## src/rtl/regsel_seq.sv

```systemverilog
// Register-select unit. It decodes microsequencer and instruction-operand selects into registered
// one-hot OE and load enables, and runs a mask-driven block-transfer sequencer for push/pop/move.
module regsel_seq #(
    parameter int NREGS = 8,
    parameter int SELW  = 3,
    parameter int NOPS  = 3,
    parameter int SRCW  = 2
) (
    input  logic                 clk,
    input  logic                 reset_n,
    input  logic                 ir_load,
    input  logic [NOPS*SELW-1:0] ops_in,
    input  logic                 oe,
    input  logic                 load,
    input  logic [SRCW-1:0]      oe_src,
    input  logic [SRCW-1:0]      load_src,
    input  logic [SELW-1:0]      useq_oe_sel,
    input  logic [SELW-1:0]      useq_load_sel,
    input  logic                 blk_start,
    input  logic [NREGS-1:0]     blk_mask,
    input  logic                 blk_dir,
    input  logic                 blk_is_load,
    input  logic                 blk_step,
    output logic [NREGS-1:0]     reg_oes,
    output logic [NREGS-1:0]     reg_loads,
    output logic                 blk_busy,
    output logic                 blk_done,
    output logic [SELW-1:0]      blk_cur,
    output logic                 sel_err
);

    typedef enum logic [0:0] {IDLE = 1'b0, RUN = 1'b1} state_t;

    state_t               state_r, stateNext_s;
    logic [NOPS*SELW-1:0] opsReg_r;
    logic [NREGS-1:0]     wmask_r, wmaskNext_s, remMask_s, seqVec_s;
    logic                 dir_r, dirNext_s, isLoad_r, isLoadNext_s;
    logic [SELW-1:0]      cur_r, curNext_s;
    logic [NREGS-1:0]     oes_r, loads_r, oesNext_s, loadsNext_s;
    logic                 done_r, doneNext_s, err_r, errNext_s;
    logic                 seqOwnsOe_s, seqOwnsLoad_s;
    logic [NREGS:0]       oeDec_s, loadDec_s;

    function automatic logic [NREGS-1:0] onehot(input logic [SELW-1:0] idx);
        logic [NREGS-1:0] vec;
        vec = {NREGS{1'b0}};
        for (int i = 0; i < NREGS; i++) begin
            vec[i] = (32'(idx) == i);
        end
        return vec;
    endfunction

    function automatic logic [SELW-1:0] lowIdx(input logic [NREGS-1:0] m);
        logic [SELW-1:0] idx;
        idx = {SELW{1'b0}};
        for (int i = NREGS - 1; i >= 0; i--) begin
            if (m[i]) idx = SELW'(i);
        end
        return idx;
    endfunction

    function automatic logic [SELW-1:0] highIdx(input logic [NREGS-1:0] m);
        logic [SELW-1:0] idx;
        idx = {SELW{1'b0}};
        for (int i = 0; i < NREGS; i++) begin
            if (m[i]) idx = SELW'(i);
        end
        return idx;
    endfunction

    // Returns {error, one-hot enable}; source 0 is the microsequencer select, k is operand k-1.
    function automatic logic [NREGS:0] decodeSel(input logic en, input logic [SRCW-1:0] src,
                                                 input logic [SELW-1:0] useqSel,
                                                 input logic [NOPS*SELW-1:0] ops);
        logic [SELW-1:0] sel;
        logic            bad;
        sel = useqSel;
        bad = (32'(src) > NOPS);
        for (int k = 0; k < NOPS; k++) begin
            if (32'(src) == k + 1) sel = ops[k*SELW +: SELW];
        end
        bad = bad | (32'(sel) >= NREGS);
        if (!en) begin
            return {1'b0, {NREGS{1'b0}}};
        end else if (bad) begin
            return {1'b1, {NREGS{1'b0}}};
        end else begin
            return {1'b0, onehot(sel)};
        end
    endfunction

    // Block sequencer next state: mask capture, per-step emission and completion.
    always_comb begin
        stateNext_s  = state_r;
        wmaskNext_s  = wmask_r;
        dirNext_s    = dir_r;
        isLoadNext_s = isLoad_r;
        curNext_s    = cur_r;
        doneNext_s   = 1'b0;
        seqVec_s     = {NREGS{1'b0}};
        remMask_s    = wmask_r;
        case (state_r)
            IDLE: begin
                if (blk_start) begin
                    if (blk_mask != {NREGS{1'b0}}) begin
                        stateNext_s  = RUN;
                        wmaskNext_s  = blk_mask;
                        dirNext_s    = blk_dir;
                        isLoadNext_s = blk_is_load;
                        curNext_s    = blk_dir ? highIdx(blk_mask) : lowIdx(blk_mask);
                    end else begin
                        doneNext_s = 1'b1;
                    end
                end else begin
                    doneNext_s = 1'b0;
                end
            end
            RUN: begin
                if (blk_step) begin
                    seqVec_s    = onehot(cur_r);
                    remMask_s   = wmask_r & ~seqVec_s;
                    wmaskNext_s = remMask_s;
                    if (remMask_s == {NREGS{1'b0}}) begin
                        stateNext_s = IDLE;
                        doneNext_s  = 1'b1;
                        curNext_s   = {SELW{1'b0}};
                    end else begin
                        curNext_s = dir_r ? highIdx(remMask_s) : lowIdx(remMask_s);
                    end
                end else begin
                    seqVec_s = {NREGS{1'b0}};
                end
            end
            default: begin
                stateNext_s = IDLE;
                wmaskNext_s = {NREGS{1'b0}};
                curNext_s   = {SELW{1'b0}};
            end
        endcase
    end

    // Enable decode; the sequencer takes over whichever path it was started on.
    always_comb begin
        seqOwnsOe_s   = (state_r == RUN) && !isLoad_r;
        seqOwnsLoad_s = (state_r == RUN) && isLoad_r;
        oeDec_s       = decodeSel(oe && !seqOwnsOe_s, oe_src, useq_oe_sel, opsReg_r);
        loadDec_s     = decodeSel(load && !seqOwnsLoad_s, load_src, useq_load_sel, opsReg_r);
        oesNext_s     = seqOwnsOe_s ? seqVec_s : oeDec_s[NREGS-1:0];
        loadsNext_s   = seqOwnsLoad_s ? seqVec_s : loadDec_s[NREGS-1:0];
        errNext_s     = oeDec_s[NREGS] | loadDec_s[NREGS];
    end

    // Sequencer state registers.
    always_ff @(posedge clk or negedge reset_n) begin
        if (!reset_n) begin
            state_r  <= IDLE;
            wmask_r  <= {NREGS{1'b0}};
            dir_r    <= 1'b0;
            isLoad_r <= 1'b0;
            cur_r    <= {SELW{1'b0}};
            done_r   <= 1'b0;
        end else begin
            state_r  <= stateNext_s;
            wmask_r  <= wmaskNext_s;
            dir_r    <= dirNext_s;
            isLoad_r <= isLoadNext_s;
            cur_r    <= curNext_s;
            done_r   <= doneNext_s;
        end
    end

    // Operand latch and registered enable outputs.
    always_ff @(posedge clk or negedge reset_n) begin
        if (!reset_n) begin
            opsReg_r <= {(NOPS*SELW){1'b0}};
            oes_r    <= {NREGS{1'b0}};
            loads_r  <= {NREGS{1'b0}};
            err_r    <= 1'b0;
        end else begin
            if (ir_load) opsReg_r <= ops_in;
            oes_r   <= oesNext_s;
            loads_r <= loadsNext_s;
            err_r   <= errNext_s;
        end
    end

    assign reg_oes   = oes_r;
    assign reg_loads = loads_r;
    assign blk_busy  = (state_r == RUN);
    assign blk_done  = done_r;
    assign blk_cur   = cur_r;
    assign sel_err   = err_r;

endmodule

```

## config.mk

```make
export PLATFORM = sky130hd
export DESIGN_NAME = regsel_seq
export DESIGN_NICKNAME = d
export VERILOG_FILES = /design/src/rtl/regsel_seq.sv
export SDC_FILE = /design/constraint.sdc
export NUM_CORES = 1
export LEC_CHECK = 0
export BUFFER_PORTS_ARGS = -buffer_cell sky130_fd_sc_hd__clkbuf_2
export CAP_MARGIN = 20
export CELL_PAD_IN_SITES_DETAIL_PLACEMENT = 0
export CELL_PAD_IN_SITES_GLOBAL_PLACEMENT = 2
export CORE_ASPECT_RATIO = 0.5
export CORE_MARGIN = 5
export CORE_UTILIZATION = 35
export CTS_CLUSTER_DIAMETER = 30
export CTS_CLUSTER_SIZE = 28
export DETAILED_ROUTE_END_ITERATION = 7
export GPL_TIMING_DRIVEN = 0
export HOLD_SLACK_MARGIN = 0.03
export PLACE_DENSITY = 0.93
export SETUP_SLACK_MARGIN = 0.4
export SLEW_MARGIN = 20
export SYNTH_ARGS = -nofsm -noshare
export SYNTH_HDL_FRONTEND = slang
export SYNTH_SLANG_ARGS = --single-unit
```

## constraint.sdc

```tcl
create_clock -name clk -period 3.6 [get_ports clk]
set_clock_uncertainty 0.1 [all_clocks]
set_input_delay 0 -clock clk [delete_from_list [all_inputs] [get_ports clk]]
set_output_delay 0 -clock clk [all_outputs]
set_load 0.01 [all_outputs]
```

==> impl_results.md <==
- Outcome: complete, no violations
- Peak supply drop: around 0.00039 V
- Starting DRT DRC Count: 102
- Initial Util: between 30% and 40%
- Syn. warnings: 0
- Port bufs: 55
- Mapped Nets: around 260
- Post-detail-place hpwl: ~4700 µm
- Drt pass-1 iters: 4
- CTS Buf Count: 5
- Adder-Cell Fraction of Synth Area: 0%
- Number of clock sinks: 40
- Sequential-to-total area share from yosys stat: 43.41%
- Syn avg cell area: about 10 µm²
- Initial antenna violation count: 0
- Utilization after layout: approximately 50%
- Met2 usage: between 20% and 30%
- Dpl ws: between 1000 and 1500 ps
- Met1 usage: 19.73%
- Die height: between 60 and 70 µm
- Clock latency on the worst-skew pair: between 200 and 300 ps
- Cell Area, Synth: approximately 2300 µm²
- Critical path class: flip-flop to flip-flop
- HP Class: input pin to flip-flop
- Wire length per cell: ~16 µm
- Max-cap viol count: 0
- Cells on Worst Hold Path: 2
- # H-tree levels: 2
- Setup-failing EPs final: 0
- Gr usage total: between 15 and 20%
- Placed Cells: 370
- Finished Cell Area: roughly 3100 µm²
- First-pass GRT wire length: between 10000 and 15000 µm
- # IOs: between 50 and 60
- Worst endpoint required time: ~3700 ps
- Synth cell types: 46
- Die area: roughly 8400 µm²
- Clock transition at the registers of the reported paths: 60 ps
- Vias in the first global route: around 2200
- CORE AREA: slightly above 6000 µm²
- DRC viols: 0
- Final Instance Count excl. Fillers: 403
- Final Max Slew Viols: 0
- Slew margin rel.: about two fifths
- Share of the synthesized area in the top cell type: approximately 43%
- Met3 Use GR: 3.870%
- Layout Nets: between 300 and 400
- Peak Freq: 412.8 MHz
- Vias: between 2000 and 2500
- Most crowded layer after global routing: met2
- Ys async rst share: between 90% and 100%
- Dominant cell type by area after synthesis: dfrtp_1
- Postcts setup bufs: 0
- Number of enable flip-flop cells after synthesis: 0
- Placer congestion estimate: between 0.8 and 0.9
- Top FF cell, synth: dfrtp_1
- Largest family of logic cells by synthesized area: compound AO/OA/AOI/OAI gates
- List of most frequent post-synthesis cells: 40 x dfrtp_1, 25 x nand2_1, 20 x o22ai_1
- Area Overhead vs Synth: 34.24%
- Crit Path Max Fanout: 9
- Root Buffer: clkbuf_16
- Worst Path Arrival: approximately 2500 ps
- Num rows: 20
- Clock buffer depth: 2
- Most frequent cell after synthesis: dfrtp_1
- Final worst path period share: ~67%
- Flops & latches, synth: 40
- Syn Inst Count: about 230
- Largest net degree at the start of global routing: roughly 40
- Final Power: about 2.2 mW
- R2R depth: 6
- Slew @ Worst Pin: between 900 and 1000 ps
- Final setup margin: between 1000 and 1500 ps
- Leakage: between 1 and 1.5 nW
- Die Width: around 120 µm
- Synth top area cells: dfrtp_1 43%, mux4_2 5.9%, o22ai_1 5.4%, mux2_2 5.4%, nand2_1 4.1%
- Layout cells sized above 1: 30.79%
- Ant. Diodes: 0
- CP endpoint kind: flip-flop
- Compound-gate portion of the synthesized area: ~23%
- Pwr per Cell Area: 711.6 nW/µm²
- Final setup TNS: 0 ps
- Drt via density: around 5.2
- Final hold violations: 0
- Final antenna-violating net count: 0
- Xor/xnor share of the synthesized area: 0%
- CTS tree: built
- Mux contribution to synthesized area: between 10% and 20%
- Startpoint types: flip-flop
- Hold_ws: 146.3 ps
- RSZ-0062 raised after global routing: false
- Final WL: ~6500 µm
- Placed Area: roughly 2700 µm²
- Period minus WS final: about 2400 ps
- Grt ovf: 0
- Simple-Gate Fraction of Synth Area: 15.52%
==> layout make-up <==
| cell class | count | area, µm² |
|---|---|---|
| flip-flops and latches | 40 | 1001 |
| repair buffers | 80 | 525.5 |
| inverters | 8 | 30.03 |
| plain buffers | 13 | 70.07 |
| clock inverters | 2 | 15.01 |
| well taps | 88 | 110.1 |
| fillers | 572 | 3136 |
| multi-input cells | 166 | 1205 |
| clock buffers | 6 | 138.9 |
==> cell usage in the layout, fill, tap and decap left out, types with 3 or more instances in the layout <==
cell / count
dfrtp_1: 40
clkbuf_16: 5
nand2b_1: 11
a211oi_1: 3
nand2_1: 25
nor2b_1: 4
nor2_1: 10
dlygate4sd3_1: 25
mux2_2: 11
o22a_1: 3
mux4_2: 6
buf_2: 6
a21oi_1: 9
nand3_1: 5
nand3b_1: 3
inv_1: 8
a22o_1: 8
o21ai_0: 11
o22ai_1: 20
clkbuf_1: 5
clkbuf_2: 54
==> critical path, stage by stage, from the launching register on <==
cell,delay [ps]
dfrtp_1,530
nand2b_1,310
o22a_4,320
nor4_4,340
nand3_1,110
o21ai_1,90
dlygate4sd3_1,550
==> kinds of logic (layout without fill, tap and decap cells) <==
kind of cell           count (synthesis)  in the layout
muxes                                 22             22
other                                  1              1
AOI/OAI and AO/OA                     76             76
and+or+nand+nor                       67             67
DFF                                   40             40
buffers and inverters                 21            109
==> per-layer routing <==
layer | up-vias | wire [µm]
li1 | 1026 | -
met1 | 1008 | 2818
met2 | 66 | 3224
met3 | 10 | 354
met4 | 0 | 74
met5 | - | 0
==> path summary, 6_finish.rpt <==
check | from | to | slack (ps)
worst max-delay path | blk_cur[2]$_DFFE_PN0P_ | blk_done$_DFF_PN0_ | 1180
worst min-delay path | ir_load | opsReg_r[7]$_DFFE_PN0P_ | 150
worst max register to register | blk_cur[2]$_DFFE_PN0P_ | blk_done$_DFF_PN0_ | 1180
worst min register to register | opsReg_r[6]$_DFFE_PN0P_ | opsReg_r[6]$_DFFE_PN0P_ | 430
max in group asynchronous | reset_n | dir_r$_DFFE_PN0P_ | 2540
min in group asynchronous | reset_n | opsReg_r[1]$_DFFE_PN0P_ | 290
==> where the power goes <==
group,switching (mW),total [mW],internal [mW]
logic,0.597,1.07,0.470
clock network,0.180,0.455,0.275
registers,0.113,0.680,0.567
total,0.890,2.20,1.31
==> registers in the layout, summed over array words and instances (netlist names) <==
register / flops
wmask_r: 8
isLoad_r: 1
reg_loads: 8
reg_oes: 8
opsReg_r: 9
blk_done: 1
blk_cur: 3
dir_r: 1
blk_busy: 1
==> repair_timing <==
| action | in CTS | in global routing |
|---|---|---|
| endpoints found under the hold margin | 77 | 0 |
| resized for setup | 0 | 0 |
| hold buffers | 25 | 0 |
Power figures use the tool's default switching activity.
